`config.mk`:
```
export PLATFORM = sky130hd
export DESIGN_NAME = fp_mult_result_buffer
export DESIGN_NICKNAME = d
export VERILOG_FILES = /design/src/rtl/fp_mult_pkg.sv /design/src/rtl/fp_sync_fifo.sv /design/src/rtl/fp_mult_result_buffer.sv
export SDC_FILE = /design/constraint.sdc
export NUM_CORES = 1
export LEC_CHECK = 0
export ABC_AREA = 0
export CELL_PAD_IN_SITES_DETAIL_PLACEMENT = 0
export CELL_PAD_IN_SITES_GLOBAL_PLACEMENT = 1
export CORE_ASPECT_RATIO = 0.5
export CORE_MARGIN = 2
export CORE_UTILIZATION = 55
export CTS_CLUSTER_DIAMETER = 50
export DETAILED_ROUTE_END_ITERATION = 12
export PLACE_DENSITY = 0.87
export REMOVE_ABC_BUFFERS = 1
export SYNTH_ARGS = -nofsm -noshare
export SYNTH_HDL_FRONTEND = slang
export SYNTH_SLANG_ARGS = --single-unit
```
`constraint.sdc`:
```
create_clock -name clk -period 7.1 [get_ports clk]
set_input_delay 1.42 -clock clk [delete_from_list [all_inputs] [get_ports clk]]
set_output_delay 1.42 -clock clk [all_outputs]
set_load 0.02 [all_outputs]
```
`src/rtl/fp_mult_pkg.sv`:
```
// Shared types and bit indices for the fp multiplier result path.
// Latency: n/a (declarations only).
// Backpressure: n/a.
package fp_mult_pkg;

  // Multiplier status bit positions
  localparam int ST_INEXACT = 0;
  localparam int ST_TINY    = 1;
  localparam int ST_HUGE    = 2;
  localparam int ST_NAN     = 3;
  localparam int ST_INF     = 4;
  localparam int ST_ZERO    = 5;
  localparam int N_FLAGS    = 6;

  // Sticky error bit positions
  localparam int ERR_OVF = 0;  // push dropped while full
  localparam int ERR_UNF = 1;  // result arrived with nothing in flight

  typedef struct packed {
    logic [31:0] z;
    logic [7:0]  status;
  } fp_result_t;

endpackage

```
`src/rtl/fp_sync_fifo.sv`:
```
// Generic synchronous FIFO, first-word fall-through read of mem[rd_ptr].
// Latency: push visible at the head one cycle later; no empty bypass.
// Backpressure: push while full without a pop is dropped and flagged on drop.
module fp_sync_fifo #(
  parameter  int WIDTH = 40,
  parameter  int DEPTH = 8,
  localparam int AW    = $clog2(DEPTH)
) (
  input  logic             clk,
  input  logic             rst,
  input  logic             push,
  input  logic             pop,
  input  logic [WIDTH-1:0] wdata,
  output logic [WIDTH-1:0] rdata,
  output logic [AW:0]      count,
  output logic             empty,
  output logic             full,
  output logic             push_acc,
  output logic             drop
);

  logic [WIDTH-1:0] mem [DEPTH];
  logic [AW-1:0]    wr_ptr;
  logic [AW-1:0]    rd_ptr;
  logic             pop_acc;

  assign empty    = (count == '0);
  assign full     = (count == (AW+1)'(DEPTH));
  assign pop_acc  = pop & ~empty;
  // A pop in the same cycle frees the slot, so a full FIFO still takes the push.
  assign push_acc = push & (~full | pop_acc);
  assign drop     = push & ~push_acc;
  assign rdata    = mem[rd_ptr];

  // Storage write; contents need no reset since count gates visibility.
  always_ff @(posedge clk) begin
    if (push_acc) mem[wr_ptr] <= wdata;
  end

  // Pointers wrap naturally at DEPTH (power of 2); count is explicit occupancy.
  always_ff @(posedge clk or posedge rst) begin
    if (rst) begin
      wr_ptr <= '0;
      rd_ptr <= '0;
      count  <= '0;
    end else begin
      if (push_acc) wr_ptr <= wr_ptr + AW'(1);
      if (pop_acc)  rd_ptr <= rd_ptr + AW'(1);
      case ({push_acc, pop_acc})
        2'b10:   count <= count + (AW+1)'(1);
        2'b01:   count <= count - (AW+1)'(1);
        default: count <= count;
      endcase
    end
  end

endmodule

```
`src/rtl/fp_mult_result_buffer.sv`:
```
// Buffers fixed-latency multiplier results and issues credits so the pipe never overflows.
// Latency: in_valid to out_valid is 1 cycle; head is fall-through from registers.
// Backpressure: out_ready stalls the head; upstream is throttled by issue_ok. FP_STICKY_FLAGS_EN adds sticky flags.
module fp_mult_result_buffer
  import fp_mult_pkg::*;
#(
  parameter  int DEPTH = 8,
  localparam int AW    = $clog2(DEPTH)
) (
  input  logic        clk,
  input  logic        rst,
  input  logic        issue_fire,
  output logic        issue_ok,
  input  logic        in_valid,
  input  logic [31:0] in_z,
  input  logic [7:0]  in_status,
  output logic        out_valid,
  input  logic        out_ready,
  output logic [31:0] out_z,
  output logic [7:0]  out_status,
  output logic [AW:0] count,
  output logic [1:0]  err
`ifdef FP_STICKY_FLAGS_EN
  ,
  input  logic        flags_clr,
  output logic [N_FLAGS-1:0] flags
`endif
);

  fp_result_t    wr_res;
  fp_result_t    rd_res;
  logic          fifo_empty;
  logic          fifo_full;
  logic          push_acc;
  logic          drop;
  logic          pop;
  logic [AW:0]   inflight;
  logic [AW+1:0] occupancy;

  assign wr_res = '{z: in_z, status: in_status};

  fp_sync_fifo #(
    .WIDTH($bits(fp_result_t)),
    .DEPTH(DEPTH)
  ) u_fifo (
    .clk      (clk),
    .rst      (rst),
    .push     (in_valid),
    .pop      (pop),
    .wdata    (wr_res),
    .rdata    (rd_res),
    .count    (count),
    .empty    (fifo_empty),
    .full     (fifo_full),
    .push_acc (push_acc),
    .drop     (drop)
  );

  assign out_valid  = ~fifo_empty;
  assign pop        = out_valid & out_ready;
  assign out_z      = out_valid ? rd_res.z      : '0;
  assign out_status = out_valid ? rd_res.status : '0;

  // Credit: stored plus still in the multiplier pipe must leave a free slot.
  assign occupancy = {1'b0, count} + {1'b0, inflight};
  assign issue_ok  = (occupancy < (AW+2)'(DEPTH));

  // Track operations in the multiplier pipe; saturate rather than wrap on misuse.
  always_ff @(posedge clk or posedge rst) begin
    if (rst) begin
      inflight <= '0;
    end else if (issue_fire && !in_valid) begin
      if (inflight != '1) inflight <= inflight + (AW+1)'(1);
    end else if (!issue_fire && in_valid && (inflight != '0)) begin
      inflight <= inflight - (AW+1)'(1);
    end
  end

  // Sticky protocol errors, cleared only by reset.
  always_ff @(posedge clk or posedge rst) begin
    if (rst) begin
      err <= '0;
    end else begin
      if (drop)                           err[ERR_OVF] <= 1'b1;
      if (in_valid && (inflight == '0))   err[ERR_UNF] <= 1'b1;
    end
  end

`ifdef FP_STICKY_FLAGS_EN
  // Sticky exception flags: clear first, then OR in the newly stored status.
  always_ff @(posedge clk or posedge rst) begin
    if (rst) begin
      flags <= '0;
    end else if (push_acc) begin
      flags <= (flags_clr ? '0 : flags) | in_status[N_FLAGS-1:0];
    end else if (flags_clr) begin
      flags <= '0;
    end
  end
`endif

endmodule
```
* Yosys cells after proc, flatten, opt, wreduce, memory -nomap -nowiden
Memories as Yosys holds them, arrays and structs flattened. Index checks and enable logic that the tools add are counted.
Operators by class: add/sub/neg operators 7, multiply operators 0, div/mod/pow operators 0, order comparisons 1, eq/ne operators 5, shift-type cells 0, multiplexer cells 8, bitwise logic cells 8, reductions and logical operators 12
Operator list (count):
- $mux W32 | 1
- $mux W4 | 3
- $add A4 B1 Y4 const B | 2
- $logic_not A4 Y1 | 2
- $mux W8 | 1
- $pmux W4 S2 | 1
- $sub A4 B1 Y4 const B | 2
- $add A3 B1 Y3 const B | 2
- $add A4 B4 Y5 | 1
- $lt A5 B4 Y1 const B | 1
- $and A1 B1 Y1 | 4
- $eq A4 B4 Y1 const B | 1
- $logic_and A1 B1 Y1 | 4
- $ne A4 B4 Y1 const B | 1
- $reduce_bool A2 Y1 | 2
- $reduce_bool A4 Y1 | 1
- $not A1 Y1 | 3
- $eq A2 B1 Y1 const B | 1
- $eq A2 B2 Y1 const B | 1
- $logic_not A1 Y1 | 2
- $mux W1 | 2
- $ne A2 B1 Y1 const B | 1
- $reduce_and A2 Y1 | 1
- $or A1 B1 Y1 | 1
Storage, ports and cells: bits in registers 16, latch bits 0, memory bits (writable) 320, bits in read-only memories 0, bits of input ports 45, output and inout port bits 48, word-level logic and storage cells 48, memories kept 1
Memory list:
- u_fifo.mem | words 8, bits a word 40, read ports 1, clocked after Yosys merged registers in 0, write ports 1, line fp_sync_fifo.sv:22 | logic [WIDTH-1:0] mem [DEPTH];

* Longest topological paths before layout
word-level depth 8, depth in mapped cells 11

* Modules after synthesis
A second synthesis with hierarchy kept.
Second synthesis, totals: cell total of the unflattened synthesis 611, area total of the unflattened synthesis 13309.0 um^2
Modules (own cells, without submodules):
- fp_sync_fifo | instances 1, cells an instance 534, area an instance 12624.6 um^2, seq. area each 9859.5 um^2
- fp_mult_result_buffer | instances 1, cells an instance 77, area an instance 684.4 um^2, seq. area each 150.1 um^2

* Worst setup path after synthesis
Ideal clock, no wire load.
path type input to register, from input port out_ready, to memory u_fifo.mem[0][0] (enable), library setup time 487 ps, data arrival time 4676 ps, setup slack 1938 ps, stages on the path 4, path buffers 0, cell sequence nand2b_1 -> o21ai_2 -> or2_1 -> nor3_1
Between the ends: longest elaborated chain between the ends 6
RTL lines:
- start: declaration | line fp_mult_result_buffer.sv:18 | input logic out_ready,
- $and A1 B1 Y1 | line fp_mult_result_buffer.sv:60 | assign pop = out_valid & out_ready;
- $and A1 B1 Y1 | line fp_sync_fifo.sv:29 | assign pop_acc = pop & ~empty;
- $or A1 B1 Y1 | line fp_sync_fifo.sv:31 | assign push_acc = push & (~full | pop_acc);
- $and A1 B1 Y1 | line fp_sync_fifo.sv:31
- $mux W1 | line fp_sync_fifo.sv:37 | if (push_acc) mem[wr_ptr] <= wdata;
- $mux W1 (not written as such) | line fp_sync_fifo.sv:37
- end: declaration | line fp_sync_fifo.sv:22
Every way passes these cells.

* Worst setup path in the final report
from register u_fifo.rd_ptr[0], to output port out_z[0]
Between the ends: longest elaborated chain between the ends 2
RTL lines:
- start: declaration | line fp_sync_fifo.sv:24 | logic [AW-1:0] rd_ptr;
- start signal: assignment | line fp_sync_fifo.sv:48 | if (pop_acc) rd_ptr <= rd_ptr + AW'(1);
- $mem_v2 Z8 W40
- $mux W32 | line fp_mult_result_buffer.sv:61 | assign out_z = out_valid ? rd_res.z : '0;
- end: declaration | line fp_mult_result_buffer.sv:19 | output logic [31:0] out_z,
Every way passes these cells.

==> metrics.csv <==
stage,metric,value,unit
outcome,status,"complete, no violations",
global_routing,total grt overflow,0,
setup_path,critical path class,reg -> out,
cts,# hold bufs at CTS,0,
floorplanning,total core area,0.0231,mm²
logic_synthesis,"Seq/Total Area, Yosys",0.765,
power_and_ir_drop,Design Power,0.00634,W
global_routing,initial antenna violation count,1,
setup_path,"Req. time, crit path",5.68,ns
detailed_routing,metal3 WL,1340,µm
detailed_routing,DR vias/cell,5.87,
sta,max_slew headroom,0.443,
detailed_routing,Starting DRT DRC Count,594,
worst_hold_path,HP Class,reg -> reg,
setup_path,reg-to-reg critical path startpoint,u_fifo.count[0]$_DFFE_PP0P_,
logic_synthesis,Post-Syn Area,0.0131,mm²
cts,clk_lat worst skew,0.54,ns
logic_synthesis,Synth Instances,598,
cts,total CTS buffers,28,
logic_synthesis,Syn. warnings,0,
setup_path,CP cell instances,buf_4 > mux4_2 > mux2i_1 > nor2_1 > clkdlybuf4s50_1,
logic_synthesis,mux cell area share after synthesis,0.174,
sta,Final Max Slew Viols,0,
sta,setup TNS,0,ns
detailed_routing,# DRC,0,
logic_synthesis,simple logic cell fraction of the synthesized area,0.0243,
place,PortBufs,92,
setup_path,CP endpoint kind,output pin,
worst_hold_path,Hold Crit Start,err[0]$_DFFE_PP0P_,
place,Final HPWL DP,13200,µm
power_and_ir_drop,NetSw,0.00201,W
setup_path,R2R setup slack,3.93,ns
worst_hold_path,Worst Hold Path EP,err[0]$_DFFE_PP0P_,
cells_and_area,Util after Layout,0.661,
setup_path,Arrival @ worst endpoint,3.41,ns
logic_synthesis,combinational family with the most area after synthesis,multiplexers,
global_routing,first-pass GRT wire length,37700,µm
logic_synthesis,"FF+latch count, synth",336,
cts,TritonCTS clock tree,done,
sta,final worst-path cycle share,0.680,
setup_path,Register-to-Register Path Depth,11,
floorplanning,Ports,93,
power_and_ir_drop,Peak VDD IR,282,µV
logic_synthesis,Main synth FF type,edfxtp_1,
sta,final setup fails,0,
global_routing,vias in the first global route,6381,
logic_synthesis,async set or reset register ratio after synthesis,0.0476,
floorplanning,# rows,39,
sta,worst slew pin tran,0.835,ns
logic_synthesis,Compound-Gate Fraction of Synth Area,0.00736,
detailed_routing,Routed Antenna Nets,0,
worst_hold_path,Worst Hold Depth,2,
power_and_ir_drop,LEAKAGE,5.05,nW
sta,Max Fclk,207,MHz
detailed_routing,met2 wire length,12600,µm
floorplanning,Die Area,0.0251,mm²
cells_and_area,layout cells sized above 1,0.210,
setup_path,max incr delay on CP,0.80,ns
power_and_ir_drop,P per Cell Area,415,mW/mm²
cts,clock transition at the registers of the reported paths,0.07,ns
floorplanning,starting density of the core,0.567,
power_and_ir_drop,internal power,0.00433,W
power_and_ir_drop,Comb power frac,0.353,
sta,Final Critical Period,4.83,ns
global_routing,Total Routing Usage GR,0.201,
logic_synthesis,"Distinct cells, synth",41,
logic_synthesis,Synth Area in XOR/XNOR,0.00736,
cts,clk root buf,clkbuf_16,
place,Final GP Congestion,0.703,
power_and_ir_drop,Seq pwr share,0.424,
detailed_routing,via count,6079,
cts,H-tree depth,1,
setup_path,Critical Path Slowest Stage Cell,dfrtp_4,
sta,worst clock skew,0.0218,ns
detailed_routing,Top Metal Used,met4,
detailed_routing,First-pass DRT Iterations,5,
floorplanning,Die Y-Extent,113,µm
cts,Post-CTS Resized,0,
detailed_routing,M1 wire length,10300,µm
cells_and_area,final-layout fill cell count,1469,
logic_synthesis,Post-Syn Area per Cell,21.9,µm²
global_routing,largest net degree at the start of global routing,53,
logic_synthesis,"EDFF count, synth",320,
sta,unrepaired setup endpoints after global routing,false,
cells_and_area,"Area growth, synth to finish",16.6,%
power_and_ir_drop,Sw Ratio,0.317,
setup_path,Startpoint Class,register,
sta,Fin. Hold Viols,0,
cts,# clock sinks,336,
detailed_routing,total routed wirelength,24500,µm
power_and_ir_drop,clock share of power,0.223,
setup_path,"critical path fanouts, max",30,
cells_and_area,area of the multi-input gates,0.00298,mm²
job,max_cap viols,0,
cells_and_area,nets,761,
logic_synthesis,Synth Area in Adders,0.0111,
setup_path,Reg2Reg Capture Point,u_fifo.count[2]$_DFFE_PP0P_,
detailed_routing,drt wl/cell,23.7,µm
cells_and_area,Register Area,0.0100,mm²
floorplanning,DIE WIDTH,222,µm
cts,CTS Buffer Depth,3,
cts,Post-CTS Setup Repair Bufs,0,
## flip-flops by register name, summed over array words and instances (netlist names)
name	cells
err	2
u_fifo.rd_ptr	3
u_fifo.wr_ptr	3
u_fifo.mem	320
u_fifo.count	4
inflight	4
## cells in the mapped netlist, drive strengths merged, types with 2 or more instances
cell type,instances,area (µm²)
mux4,80,1800
edfxtp,320,9610
o21ai,2,13.8
nor2,50,204
mux2i,41,410
nor3,2,10.0
ha,10,125
xnor2,3,26.3
nand2b,5,31.3
mux2,5,60.1
clkbuf,13,48.8
inv,5,18.8
a21oi,2,10.0
dfrtp,16,400
buf,14,82.6
nand2,5,18.8
xor2,8,70.1
## power groups by stage
stage	logic (W)	registers, W	clock network (W)
5_1_grt	0.00240	0.00273	0.00151
2_1_floorplan	0.00136	0.00281	0
4_1_cts	0.00228	0.00270	0.00143
3_3_place_gp	0.00223	0.00271	0
6_report	0.00224	0.00269	0.00141
3_5_place_dp	0.00225	0.00273	0
## critical path: cells and delay by family, from the launching register on
family	cells	cell delay, ns
buf+inv	2	1.20
simple gates	1	0.08
flops	1	0.80
mux	2	0.75
## final cells by class
type                    instances  area share
diodes                          1    0.000164
clock buffers                  34      0.0488
clock inverters                18     0.00623
inverters                       5     0.00123
multi-input cells             230       0.196
flip-flops and latches        336       0.657
well taps                     307      0.0252
repair buffers                104      0.0663
## logic make-up (layout without fill, tap and decap cells)
family,after synthesis,in the layout
flops,336,336
fa+ha+maj,11,11
xor+xnor,11,11
buf+inv,32,161
compound gates,13,13
other cells,0,1
mux,126,126
simple gates,69,69
## stage by stage
| stage | area (µm²) | setup slack, ns | hold WS, ns | instances |
|---|---|---|---|---|
| 2_1_floorplan | 13000 | 1.55 | 0.479 | 571 |
| 3_3_place_gp | 14400 | 2.75 | 0.481 | 982 |
| 3_5_place_dp | 14400 | 2.77 | 0.480 | 982 |
| 4_1_cts | 15300 | 2.16 | 0.503 | 1034 |
| 5_1_grt | 15300 | 2.02 | 0.543 | 1034 |
| 6_report | 15300 | 2.27 | 0.496 | 1035 |
## metal layers
metal / GRT usage / vias to the layer above
li1: - / 2669
met1: 0.284 / 3177
met2: 0.343 / 203
met3: 0.0317 / 30
met4: 0.0405 / 0
met5: 0 / -
## layout by cell type, fill, tap and decap left out, types with 2 or more instances in the layout
cell type	count
nand2_1	5
dfrtp_1	13
dfrtp_4	2
clkdlybuf4s50_1	92
a21oi_1	2
nor2_1	43
ha_1	10
mux2_1	3
nor2_4	6
inv_1	4
clkinv_4	2
nand2b_1	5
nor3_2	2
mux4_2	80
clkbuf_16	29
buf_4	12
clkbuf_1	5
xor2_1	8
mux2i_1	41
edfxtp_1	320
clkinv_2	10
clkinv_1	5
xnor2_1	3
## worst max-delay path by stage
stage                                 startpoint            end  slack (ns)  cells after the start
floorplan           u_fifo.rd_ptr[0]$_DFFE_PP0P_  out_status[0]        1.55                      3
global placement    u_fifo.rd_ptr[0]$_DFFE_PP0P_      out_z[30]        2.75                      5
detailed placement  u_fifo.rd_ptr[0]$_DFFE_PP0P_      out_z[30]        2.77                      5
CTS                 u_fifo.rd_ptr[0]$_DFFE_PP0P_       out_z[0]        2.16                      5
global route        u_fifo.rd_ptr[0]$_DFFE_PP0P_      out_z[30]        2.02                      5
finish              u_fifo.rd_ptr[0]$_DFFE_PP0P_       out_z[0]        2.27                      5
Note: power is estimated with default switching activity, not from simulation.
